--- config.mk ---
export PLATFORM = sky130hd
export DESIGN_NAME = des_cbc_ctrl
export DESIGN_NICKNAME = d
export VERILOG_FILES = /design/src/rtl/des_pkg.sv /design/src/rtl/des_cbc_ctrl.sv
export SDC_FILE = /design/constraint.sdc
export NUM_CORES = 1
export LEC_CHECK = 0
export BUFFER_PORTS_ARGS = -buffer_cell sky130_fd_sc_hd__buf_2
export CAP_MARGIN = 30
export CELL_PAD_IN_SITES_DETAIL_PLACEMENT = 1
export CELL_PAD_IN_SITES_GLOBAL_PLACEMENT = 2
export CORE_MARGIN = 4
export CORE_UTILIZATION = 30
export DETAILED_ROUTE_END_ITERATION = 7
export PLACE_DENSITY = 0.73
export SYNTH_ARGS = -nofsm -noshare
export SYNTH_HDL_FRONTEND = slang
export SYNTH_SLANG_ARGS = --single-unit
export TNS_END_PERCENT = 30
--- constraint.sdc ---
create_clock -name clk_i -period 3.1 [get_ports clk_i]
set_input_delay 0.62 -clock clk_i [delete_from_list [all_inputs] [get_ports clk_i]]
set_output_delay 0.62 -clock clk_i [all_outputs]
set_load 0.01 [all_outputs]
--- src/rtl/des_pkg.sv ---
// Shared constants for the DES CBC chaining controller.
package des_pkg;

    localparam int BLK_W = 64;

    localparam logic MODE_ENC = 1'b0;
    localparam logic MODE_DEC = 1'b1;

    typedef enum logic [1:0] {
        ST_IDLE  = 2'd0,
        ST_READY = 2'd1,
        ST_BUSY  = 2'd2,
        ST_OUT   = 2'd3
    } state_e;

endpackage

--- src/rtl/des_cbc_ctrl.sv ---
// CBC chaining controller driving a DES core's key/data/valid interface.
module des_cbc_ctrl
    import des_pkg::*;
#(
    parameter int MAX_LAT = 64,
    parameter int CNT_W   = 8
) (
    input  logic             clk_i,
    input  logic             reset_i,
    input  logic             start_i,
    input  logic             mode_i,
    input  logic [0:BLK_W-1] key_i,
    input  logic [0:BLK_W-1] iv_i,
    input  logic [0:BLK_W-1] data_i,
    input  logic             valid_i,
    output logic             accept_o,
    output logic [0:BLK_W-1] data_o,
    output logic             valid_o,
    input  logic             ready_i,
    output logic             error_o,
    output logic             des_mode_o,
    output logic [0:BLK_W-1] des_key_o,
    output logic [0:BLK_W-1] des_data_o,
    output logic             des_valid_o,
    input  logic [0:BLK_W-1] des_data_i,
    input  logic             des_valid_i
);

    localparam logic [CNT_W-1:0] WD_LAST =
        CNT_W'((MAX_LAT == 0) ? 0 : MAX_LAT - 1);

    state_e           state_q, state_d;
    logic [0:BLK_W-1] chain_q, chain_d;
    logic [0:BLK_W-1] key_q, key_d;
    logic             mode_q, mode_d;
    logic [0:BLK_W-1] ct_hold_q, ct_hold_d;
    logic [CNT_W-1:0] wd_q, wd_d;
    logic             accept_q, accept_d;
    logic             valid_q, valid_d;
    logic             error_q, error_d;
    logic [0:BLK_W-1] data_q, data_d;
    logic             des_valid_q, des_valid_d;
    logic             des_mode_q, des_mode_d;
    logic [0:BLK_W-1] des_key_q, des_key_d;
    logic [0:BLK_W-1] des_data_q, des_data_d;

    always_comb begin
        state_d     = state_q;
        chain_d     = chain_q;
        key_d       = key_q;
        mode_d      = mode_q;
        ct_hold_d   = ct_hold_q;
        wd_d        = wd_q;
        error_d     = error_q;
        data_d      = data_q;
        des_valid_d = 1'b0;
        des_mode_d  = des_mode_q;
        des_key_d   = des_key_q;
        des_data_d  = des_data_q;

        unique case (state_q)
            ST_IDLE, ST_READY: begin
                // a new chain always wins over a pending block
                if (start_i) begin
                    key_d   = key_i;
                    chain_d = iv_i;
                    mode_d  = mode_i;
                    error_d = 1'b0;
                    state_d = ST_READY;
                end else if (state_q == ST_READY && valid_i) begin
                    state_d     = ST_BUSY;
                    des_valid_d = 1'b1;
                    des_key_d   = key_q;
                    des_mode_d  = mode_q;
                    wd_d        = '0;
                    if (mode_q == MODE_DEC) begin
                        des_data_d = data_i;
                        ct_hold_d  = data_i;
                    end else begin
                        des_data_d = data_i ^ chain_q;
                    end
                end
            end
            ST_BUSY: begin
                wd_d = wd_q + CNT_W'(1);
                if (des_valid_i) begin
                    state_d = ST_OUT;
                    if (mode_q == MODE_DEC) begin
                        data_d  = des_data_i ^ chain_q;
                        chain_d = ct_hold_q;
                    end else begin
                        data_d  = des_data_i;
                        chain_d = des_data_i;
                    end
                end else if (MAX_LAT != 0 && wd_q == WD_LAST) begin
                    error_d = 1'b1;
                    state_d = ST_IDLE;
                end
            end
            ST_OUT: begin
                if (ready_i) begin
                    state_d = ST_READY;
                end
            end
            default: state_d = ST_IDLE;
        endcase

        accept_d = (state_d == ST_READY);
        valid_d  = (state_d == ST_OUT);
    end

    always_ff @(posedge clk_i or negedge reset_i) begin
        if (!reset_i) begin
            state_q     <= ST_IDLE;
            chain_q     <= '0;
            key_q       <= '0;
            mode_q      <= MODE_ENC;
            ct_hold_q   <= '0;
            wd_q        <= '0;
            accept_q    <= 1'b0;
            valid_q     <= 1'b0;
            error_q     <= 1'b0;
            data_q      <= '0;
            des_valid_q <= 1'b0;
            des_mode_q  <= 1'b0;
            des_key_q   <= '0;
            des_data_q  <= '0;
        end else begin
            state_q     <= state_d;
            chain_q     <= chain_d;
            key_q       <= key_d;
            mode_q      <= mode_d;
            ct_hold_q   <= ct_hold_d;
            wd_q        <= wd_d;
            accept_q    <= accept_d;
            valid_q     <= valid_d;
            error_q     <= error_d;
            data_q      <= data_d;
            des_valid_q <= des_valid_d;
            des_mode_q  <= des_mode_d;
            des_key_q   <= des_key_d;
            des_data_q  <= des_data_d;
        end
    end

    assign accept_o    = accept_q;
    assign valid_o     = valid_q;
    assign error_o     = error_q;
    assign data_o      = data_q;
    assign des_valid_o = des_valid_q;
    assign des_mode_o  = des_mode_q;
    assign des_key_o   = des_key_q;
    assign des_data_o  = des_data_q;

endmodule

==> Word level (Yosys, flattened, before mapping) <==
Cells that the tools add are included.
{ "totals": {"reg_bits": 400, "inputBits": 263, "output_inout_bits": 197, "word_cells": 63} }
{ "op_classes": {"addsub": 1, "n_eq_ne": 12, "muxes": 22, "n_bitwise": 3, "n_reduce_logical": 11} }
{ "ops": {"columns": ["operator", "n"], "rows": [
  ["$mux W64", 5],
  ["$pmux W64 S2", 1],
  ["$xor A64 B64 Y64", 2],
  ["$mux W8", 2],
  ["$pmux W8 S2", 1],
  ["$ne A2 B2 Y1 const B", 6],
  ["$mux W2", 5],
  ["$reduce_and A3 Y1", 3],
  ["$add A8 B1 Y8 const B", 1],
  ["$eq A8 B6 Y1 const B", 1],
  ["$reduce_and A4 Y1", 2],
  ["$eq A2 B2 Y1 const B", 3],
  ["$mux W1", 6],
  ["$pmux W2 S3", 1],
  ["$eq A2 B1 Y1 const B", 2],
  ["$reduce_and A2 Y1", 2],
  ["$logic_not A2 Y1", 1],
  ["$pmux W1 S2", 1],
  ["$reduce_bool A2 Y1", 1],
  ["$reduce_or A2 Y1", 1],
  ["$logic_and A1 B1 Y1", 1],
  ["$not A1 Y1", 1]
]} }

==> Longest topological paths before layout <==
Gate-level depths: netlist (run 1).
{ "logic_depth": {"word_depth": 6, "ltp_mapped": 7, "ltp_nobuf": 4} }

==> Worst setup path after synthesis (run 1) <==
OpenSTA, ideal clock, no wires.
{ "synth_timing": {"kind": "input port to flip-flop", "startpoint": "in start_i", "endpoint": "reg ct_hold_q[10] (netlist name)", "setup_time_ps": 125, "arrival_time_ps": 1672, "setup_slack_ps": 1303, "path_stages": 7, "path_buffers": 3, "path_cell_list": "nand4bb_1 > buf_2 > inv_2 > nand2_1 > buf_6 > buf_6 > mux2_4"} }
{ "synth_between": {"elab_chain_cells": 2} }
{ "synth_rtl": {"columns": ["item", "line_no", "source"], "rows": [
  ["from (decl)", "des_cbc_ctrl.sv:10", "input logic start_i,"],
  ["$not A1 Y1 (no source line)", null, null],
  ["$reduce_and A4 Y1 (no source line)", null, null],
  ["to (signal assigned)", "des_cbc_ctrl.sv:133", "ct_hold_q <= ct_hold_d;"],
  ["to (decl)", "des_cbc_ctrl.sv:36", "logic [0:BLK_W-1] ct_hold_q, ct_hold_d;"]
]} }
No other way between the ends.
A chain may end at the register's enable or synchronous reset.

==> Worst setup path after layout (run 1) <==
{ "layout_timing": {"startpoint": "reg state_q[1]", "endpoint": "reg chain_q[40] (netlist name)"} }
{ "layout_between": {"elab_chain_cells": 4} }
{ "layout_rtl": {"columns": ["item", "line_no", "source"], "rows": [
  ["from (decl)", "des_cbc_ctrl.sv:32", "state_e state_q, state_d;"],
  ["from (signal assigned)", "des_cbc_ctrl.sv:129", "state_q <= state_d;"],
  ["$eq A2 B1 Y1 / $logic_not A2 Y1 (equally long branches)", "des_cbc_ctrl.sv:61", "unique case (state_q)"],
  ["$reduce_or A2 Y1", "des_cbc_ctrl.sv:61", null],
  ["$ne A2 B2 Y1 (no source line) / $reduce_bool A2 Y1 (equally long branches)", null, null],
  ["$reduce_and A3 Y1 (no source line)", null, null],
  ["to (signal assigned)", "des_cbc_ctrl.sv:130", "chain_q <= chain_d;"],
  ["to (decl)", "des_cbc_ctrl.sv:33", "logic [0:BLK_W-1] chain_q, chain_d;"]
]} }
Parallel ways exist; a longest one is shown, timed or not.

==> results of run 1 <==
## metal layers
layer,share of wire (%),up-vias
met5,0.21,-
met4,1.9,22
met3,7.9,100
met2,46,341
met1,44,7144
li1,-,6955
## sequential cells by signal, indices dropped and copies added (netlist names), 2 cells and up
name and flops:
chain_q 64, wd_q 8, des_data_o 64, data_o 64, ct_hold_q 64, key_q 64, des_key_o 64, state_q 2
## cell type report
| class | instances | area, um^2 | share of cell area, % |
|---|---|---|---|
| diodes | 12 | 30.0 | 0.132 |
| clock buffers | 72 | 1450 | 6.36 |
| clock inverters | 10 | 80.1 | 0.351 |
| inverters | 4 | 15.0 | 0.0658 |
| multi-input cells | 1335 | 7550 | 33.1 |
| flip-flops and latches | 400 | 10000 | 43.9 |
| well taps | 773 | 967 | 4.24 |
| repair buffers | 492 | 2720 | 11.9 |
## what timing repair did
| item | 4_1_cts | 5_1_grt |
|---|---|---|
| hold endpoints to repair | 42 | 0 |
| resized for setup | 0 | 0 |
| hold buffers | 1 | 0 |
| endpoints found under the setup margin | 0 | 0 |
## placed cells by master, fill, tap and decap left out, types with 2 or more instances in the layout
master	netlist	final
xnor2_1	65	65
nand2_1	588	587
buf_2	44	458
nor2b_4	0	2
mux2_1	15	15
o21ai_0	122	122
o211ai_1	2	2
a21oi_1	3	3
o21ai_1	10	10
or3_1	3	3
a211oi_1	64	64
inv_1	3	3
xor2_1	64	64
dfrtp_1	400	399
nand2b_4	0	2
nor2b_1	132	130
nor2_1	66	66
clkinvlp_4	0	2
nand3b_1	2	2
o31ai_1	65	65
nand3_1	69	69
clkbuf_16	0	49
clkbuf_8	0	14
clkinv_2	0	7
buf_4	2	19
buf_12	0	13
mux2_4	49	49
clkbuf_1	57	9
diode_2	0	12
## worst paths after layout
path / endpoint / from / slack, ns
worst min-delay path: key_q[14]$_DFFE_PN0P_ / key_i[14] / 0.23
max in group asynchronous: des_key_o[9]$_DFFE_PN0P_ / reset_i / 1.61
worst max register to register: chain_q[40]$_DFFE_PN0P_ / state_q[1]$_DFF_PN0_ / 0.81
worst min register to register: des_key_o[55]$_DFFE_PN0P_ / key_q[55]$_DFFE_PN0P_ / 0.46
worst max-delay path: chain_q[40]$_DFFE_PN0P_ / state_q[1]$_DFF_PN0_ / 0.81
min in group asynchronous: chain_q[20]$_DFFE_PN0P_ / reset_i / 0.57
## power groups by stage
stage               registers [mW]  clock network, mW  logic, mW
floorplan                     9.43                  0       4.54
global placement              9.31                  0       7.82
detailed placement            9.41                  0       8.03
CTS                           9.35               5.72       8.06
global route                  9.66               5.93       8.89
finish                        9.30               5.53       7.87
## logic make-up (layout without fill, tap and decap cells)
family	Yosys count	in the layout	share of synthesized area (%)
xor+xnor	129	129	6.24
fa+ha+maj	1	1	0.0691
simple gates	870	870	20.7
other cells	0	12	0
compound gates	270	270	9.34
buf+inv	133	578	3.35
mux	65	65	5.05
flops	400	400	55.3
## through the flow
stage / utilization (%) / cell area (um^2) / hold WS [ns]
floorplan: - / 18100 / 0.324
global placement: 35.8 / 21300 / 0.446
detailed placement: 35.8 / 21300 / 0.453
CTS: 38.4 / 22800 / 0.188
global route: 38.4 / 22800 / 0.206
finish: 38.5 / 22800 / 0.232
## worst reg2reg max path: stages (launching register included)
cell and delay (ns):
dfrtp_1 0.62, nor2b_4 0.54, buf_4 0.61, nor2_1 0.10
o31ai_1 0.31
==> impl_results.md, run 1 <==
* Status: completed
* I/O pin count at between 400 and 500
* Overflow after GRT at 0
* Antenna violations before repair at 23
* Final wirelength at 62300 um
* Final worst path period share at 73.7%
* GR Util All Layers at between 10% and 20%
* Root buf cell: clkbuf_16
* Crit-path leading delay family: simple AND/OR/NAND/NOR gates
* Worst Skew at slightly above 0.01 ns
* Critical Path Fanout Max at 41
* Cells after Synth at 1868
* Syn avg cell area at 9.69 um^2
* Final Wtd Congestion at 0.788
* Synth top area cells: dfrtp_1 (55%), nand2_1 (12%), nor2b_1 (4.6%)
* Design Power at roughly 23 mW
* First drt pass iteration count at 4
* Post-CTS Setup Repair Bufs at 0
* Setup slack after layout at 0.815 ns
* Met1 Resource Use GR at 25.1%
* Main synth FF type: dfrtp_1
* CP Depth at 4
* Max-slew violations at 0
* Area of the mapped netlist at 18100 um^2
* Worst Max-Slew Pin Slew at 1.20 ns
* #FFs+latches synth at 400
* Psw at 8.44 mW
* Worst min path class: in2reg
* DR vias/cell at 4.70
* FMAX at 438 MHz
* Critical path class: reg2reg
* Worst reg2reg path depth at 4
* CP Buf/Inv Count at 1
* Height of the die at 254 um
* Die area at between 60000 and 70000 um^2
* Max VDD drop at 415 uV
* Sw Ratio at 37.2%
* Buffers on Ports at 459
* WL/cell at 20.1 um
* Fin nets at 2545
* Largest net degree at the start of global routing at 199
* Flop pwr share at 41.0%
* Sink Count at 400
* Layout fillers at 6868
* CP Launch Type: register
* Die X at 254 um
* Final critical-path required period at ~2.3 ns
* Met3 Track Usage GR at 6.34%
* CP Data Required Time at 3.56 ns
* Lkg Pwr at between 10 and 15 nW
* # rows at 89
* CTS max path bufs at 3
* Crit path arrival time at 2.74 ns
* Slowest cell on crit path: dfrtp_1
* Comb power frac at a little over a third
* Cell taking the most area after synthesis: dfrtp_1
* Vias in the first global route at 15.8k
* Proportion of layout cells with a drive suffix above 1 at 26.9%
* Inst Count DP at around 3k
* GRT busiest layer: met2
* Synthesis-to-layout area growth at 26.1%
* TritonCTS clock tree: done
* Total negative setup slack at 0 ns
* RSZ-0062 raised after global routing: false
* Met2 Track Usage GR at 30.7%
* Synth warn at 0
* Finish-stage setup viols at 0
* TritonCTS buffer count at 48
* Pwr per Cell Area at 995 nW/um^2
* Internal Power at 14.3 mW
* 1st-iter DRT viols at roughly 510
* Synth top area share at 55.3%
* Place WS at 0.750 ns
* Post-synth EDFFs at 0
* Post-synth top cells: nand2_1 (588), dfrtp_1 (400), nor2b_1 (132), o21ai_0 (122), nand3_1 (69)
* Critical-path cell list: nor2b_4 -> buf_4 -> nor2_1 -> o31ai_1
* Detail Placement HPWL at 42200 um
* First-pass GRT wire length at 96200 um
* Final std cells w/o fill at about 3.1k
* Max incr delay on CP at 0.62 ns
* Count leader, synth: nand2_1
* Max-Cap Viols at 0
* Core area at 59400 um^2
* Hold Path Depth at 3
* Hold Vio Cnt, Final at 0
* Via count at 14.6k
* Clk slew on worst S/H paths at roughly 0.06 ns
* H-tree depth at 2
* Mapped Nets at 2132
* Clock share of power at between 20% and 30%
* Post-synthesis sequential area ratio at 55.3%
* Post-route DRC at 0
* Async SR Flop Fraction at 100%
* Library cells used by synthesis at 39
* Starting Density at 30.5%
* Nature of the critical path endpoint: register
* Rel. slew slack at 19.9%
* Clock Latency Late Sink at 0.58 ns
* Final ANT Viol Nets at 0
(Power assumes the default switching activity.)
==> inputs of run 2 (changes only) <==
clock period = 2.2 ns   (was 3.1 ns; I/O delays follow)
==> run 2 against run 1 <==
Net effect: cell area increased by 1.4%; total power up 42%; sequential power up 39%; critical path type unchanged; highest routed layer unchanged; clock skew increased by 0.018 ns; wire length grew 0.57%.
==> impl_results.md, run 2 (synthesis gave the netlist of run 1 again) <==
* Commonest non-fill, non-tap cell in the layout: nand2_1
* Largest net degree at the start of global routing at 73 (-63%)
* Height of the die at 254 um (unchanged)
* Final ANT Viol Nets at 0 (unchanged)
* Antenna violations before repair at 21 (-8.7%)
* Pwr per Cell Area at 1400 nW/um^2 (+40%)
* TritonCTS buffer count at 48 (unchanged)
* Fin nets at 2569 (+0.94%)
* Detail Placement HPWL at 43500 um (+3.0%)
* RSZ-0062 raised after global routing: false
* Total negative setup slack at 0 ns (unchanged)
* TritonCTS clock tree: done
* Critical Path Start: state_q[0]$_DFF_PN0_
* Overflow after GRT at 0 (unchanged)
* First-pass GRT wire length at 96400 um (+0.17%)
* Finish-stage setup viols at 0 (unchanged)
* Critical path class: reg2reg
* Die area at 64300 um^2 (unchanged)
* Worst r2r src: state_q[0]$_DFF_PN0_
* CP Buf/Inv Count at 2 (+1)
* Die X at 254 um (unchanged)
* Max-slew violations at 0 (unchanged)
* Synthesis-to-layout area growth at 27.9%
* Crit path arrival time at 2.20 ns (-0.54 ns)
* Worst reg2reg path depth at 5 (+1)
* Post-route DRC at 0 (unchanged)
* RR Endpoint: ct_hold_q[63]$_DFFE_PN0P_
* CTS resizes at 0 (unchanged)
* Sink Count at 400 (unchanged)
* R2R Setup Slk at 0.46 ns (-0.36 ns)
* Core area at 59400 um^2 (unchanged)
* WL/cell at 20.0 um (-0.40%)
* Rel. slew slack at 64.7% (+45 points)
* Proportion of layout cells with a drive suffix above 1 at 27.3% (+0.44 points)
* Critical Path Fanout Max at 30 (-27%)
* Max incr delay on CP at 0.49 ns (-0.13 ns)
* Vias in the first global route at 16.1k (+2.0%)
* Slowest cell on crit path: dfrtp_1
* Final wirelength at 62600 um (+0.57%)
* CP Depth at 5 (+1)
* Post-CTS Setup Repair Bufs at 0 (unchanged)
* CP Launch Type: register
* Setup slack after layout at 0.457 ns (-0.357 ns)
* Post-cts hold buffer count at 1 (unchanged)
* Hold slack at 0.0449 ns (-0.187 ns)
* GR Util All Layers at 19.1% (+0.047 points)
* Inst Count DP at 3027 (+0.80%)
* Worst min path class: in2reg
* Via count at 14.8k (+1.4%)
* Worst Max-Slew Pin Slew at 0.530 ns (-0.672 ns)
* Critical-path cell list: nand4bb_4 -> inv_2 -> nand2_4 -> buf_12 -> mux2_1
* CP Data Required Time at 2.66 ns (-0.90 ns)
* Place WS at 0.308 ns (-0.442 ns)
* Hold Vio Cnt, Final at 0 (unchanged)
* Final std cells w/o fill at 3128 (+0.97%)
* Clock Latency Late Sink at 0.58 ns (about the same)
* I/O pin count at 460 (unchanged)
* DR vias/cell at 4.72 (+0.44%)
* Max-Cap Viols at 0 (unchanged)
* Clk slew on worst S/H paths at 0.06 ns (about the same)
* First drt pass iteration count at 4 (unchanged)
* Worst Skew at 0.0279 ns (+0.0176 ns)
* Final critical-path required period at 1.74 ns (-0.543 ns)
* Final Util at 39.0% (+0.55 points)
* Starting Density at 30.5% (unchanged)
* Crit-path leading delay family: flip-flops
* Buffers on Ports at 459 (unchanged)
* Crit path capture: ct_hold_q[63]$_DFFE_PN0P_
* Max VDD drop at 598 uV (+44%)
* Most frequent cells in the layout: nand2_1 (587), buf_2 (458), dfrtp_1 (399), nor2b_1 (130), o21ai_0 (122)
* CTS max path bufs at 3 (unchanged)
* Status: completed
* Final worst path period share at 79.2% (+5.5 points)
* FMAX at 574 MHz (+31%)
* Nature of the critical path endpoint: register
* Final Wtd Congestion at 0.824 (+4.6%)
* # rows at 89 (unchanged)
* 1st-iter DRT viols at 635 (+24%)
* H-tree depth at 2 (unchanged)
* Root buf cell: clkbuf_16
* Lkg Pwr at 11.5 nW (+1.4%)
[run 2: cell count changes in the layout (fill, tap and decap cells not counted)]
cell,previous run,this run
buf_12,13,25
buf_4,19,31
clkbuf_1,9,20
clkbuf_8,14,11
clkinv_2,7,3
clkinv_4,0,1
clkinvlp_4,2,0
diode_2,12,13
inv_6,0,2
[run 2: how the worst min path moves through the flow]
| stage | from | slack (ns) | cells past startpoint | end |
|---|---|---|---|---|
| after global routing | key_i[42] | 0.03 | 3 | key_q[42]$_DFFE_PN0P_ |
| after detailed placement | reset_i | 0.40 | 1 | chain_q[16]$_DFFE_PN0P_ |
| after global placement | reset_i | 0.40 | 1 | chain_q[16]$_DFFE_PN0P_ |
| after CTS | key_i[55] | 0.003 | 3 | key_q[55]$_DFFE_PN0P_ |
| after floorplan | reset_i | 0.14 | 0 | accept_o$_DFF_PN0_ |
| final | key_i[55] | 0.04 | 3 | key_q[55]$_DFFE_PN0P_ |
[run 2: metal layers]
metal / track usage (%) / wire, um / share of wire (%) / vias up
met5: 0 / 119 / 0.19 / -
met2: 31.1 / 28900 / 46 / 358
li1: - / - / - / 7010
met3: 5.91 / 4680 / 7.5 / 99
met1: 25.0 / 27400 / 44 / 7285
met4: 4.83 / 1490 / 2.4 / 16
[run 2: stage by stage]
stage / area [um^2] / power (mW)
floorplan: 18100 / 19.7
global placement: 21600 / 24.5
detailed placement: 21600 / 24.9
CTS: 23100 / 32.9
global route: 23100 / 34.8
finish: 23200 / 32.4
[run 2: tightest hold or removal path: stages]
cell and delay [ns]:
buf_2 0.07, nand2_1 0.04, nand2_1 0.04
[run 2: final cells by class]
cell class	count	area, um^2
flip-flops and latches	400	10000
clock buffers	80	1450
clock inverters	7	71.3
diodes	13	32.5
fillers	6846	36200
well taps	773	967
repair buffers	516	3050
multi-input cells	1335	7550
inverters	4	15.0
[run 2: report_power, final]
group | switching, mW | internal [mW] | leakage, nW
sequential | 2.13 | 10.8 | 4.96
combinational | 6.71 | 4.94 | 5.75
clock | 3.18 | 4.59 | 0.746
total | 12.0 | 20.3 | 11.5
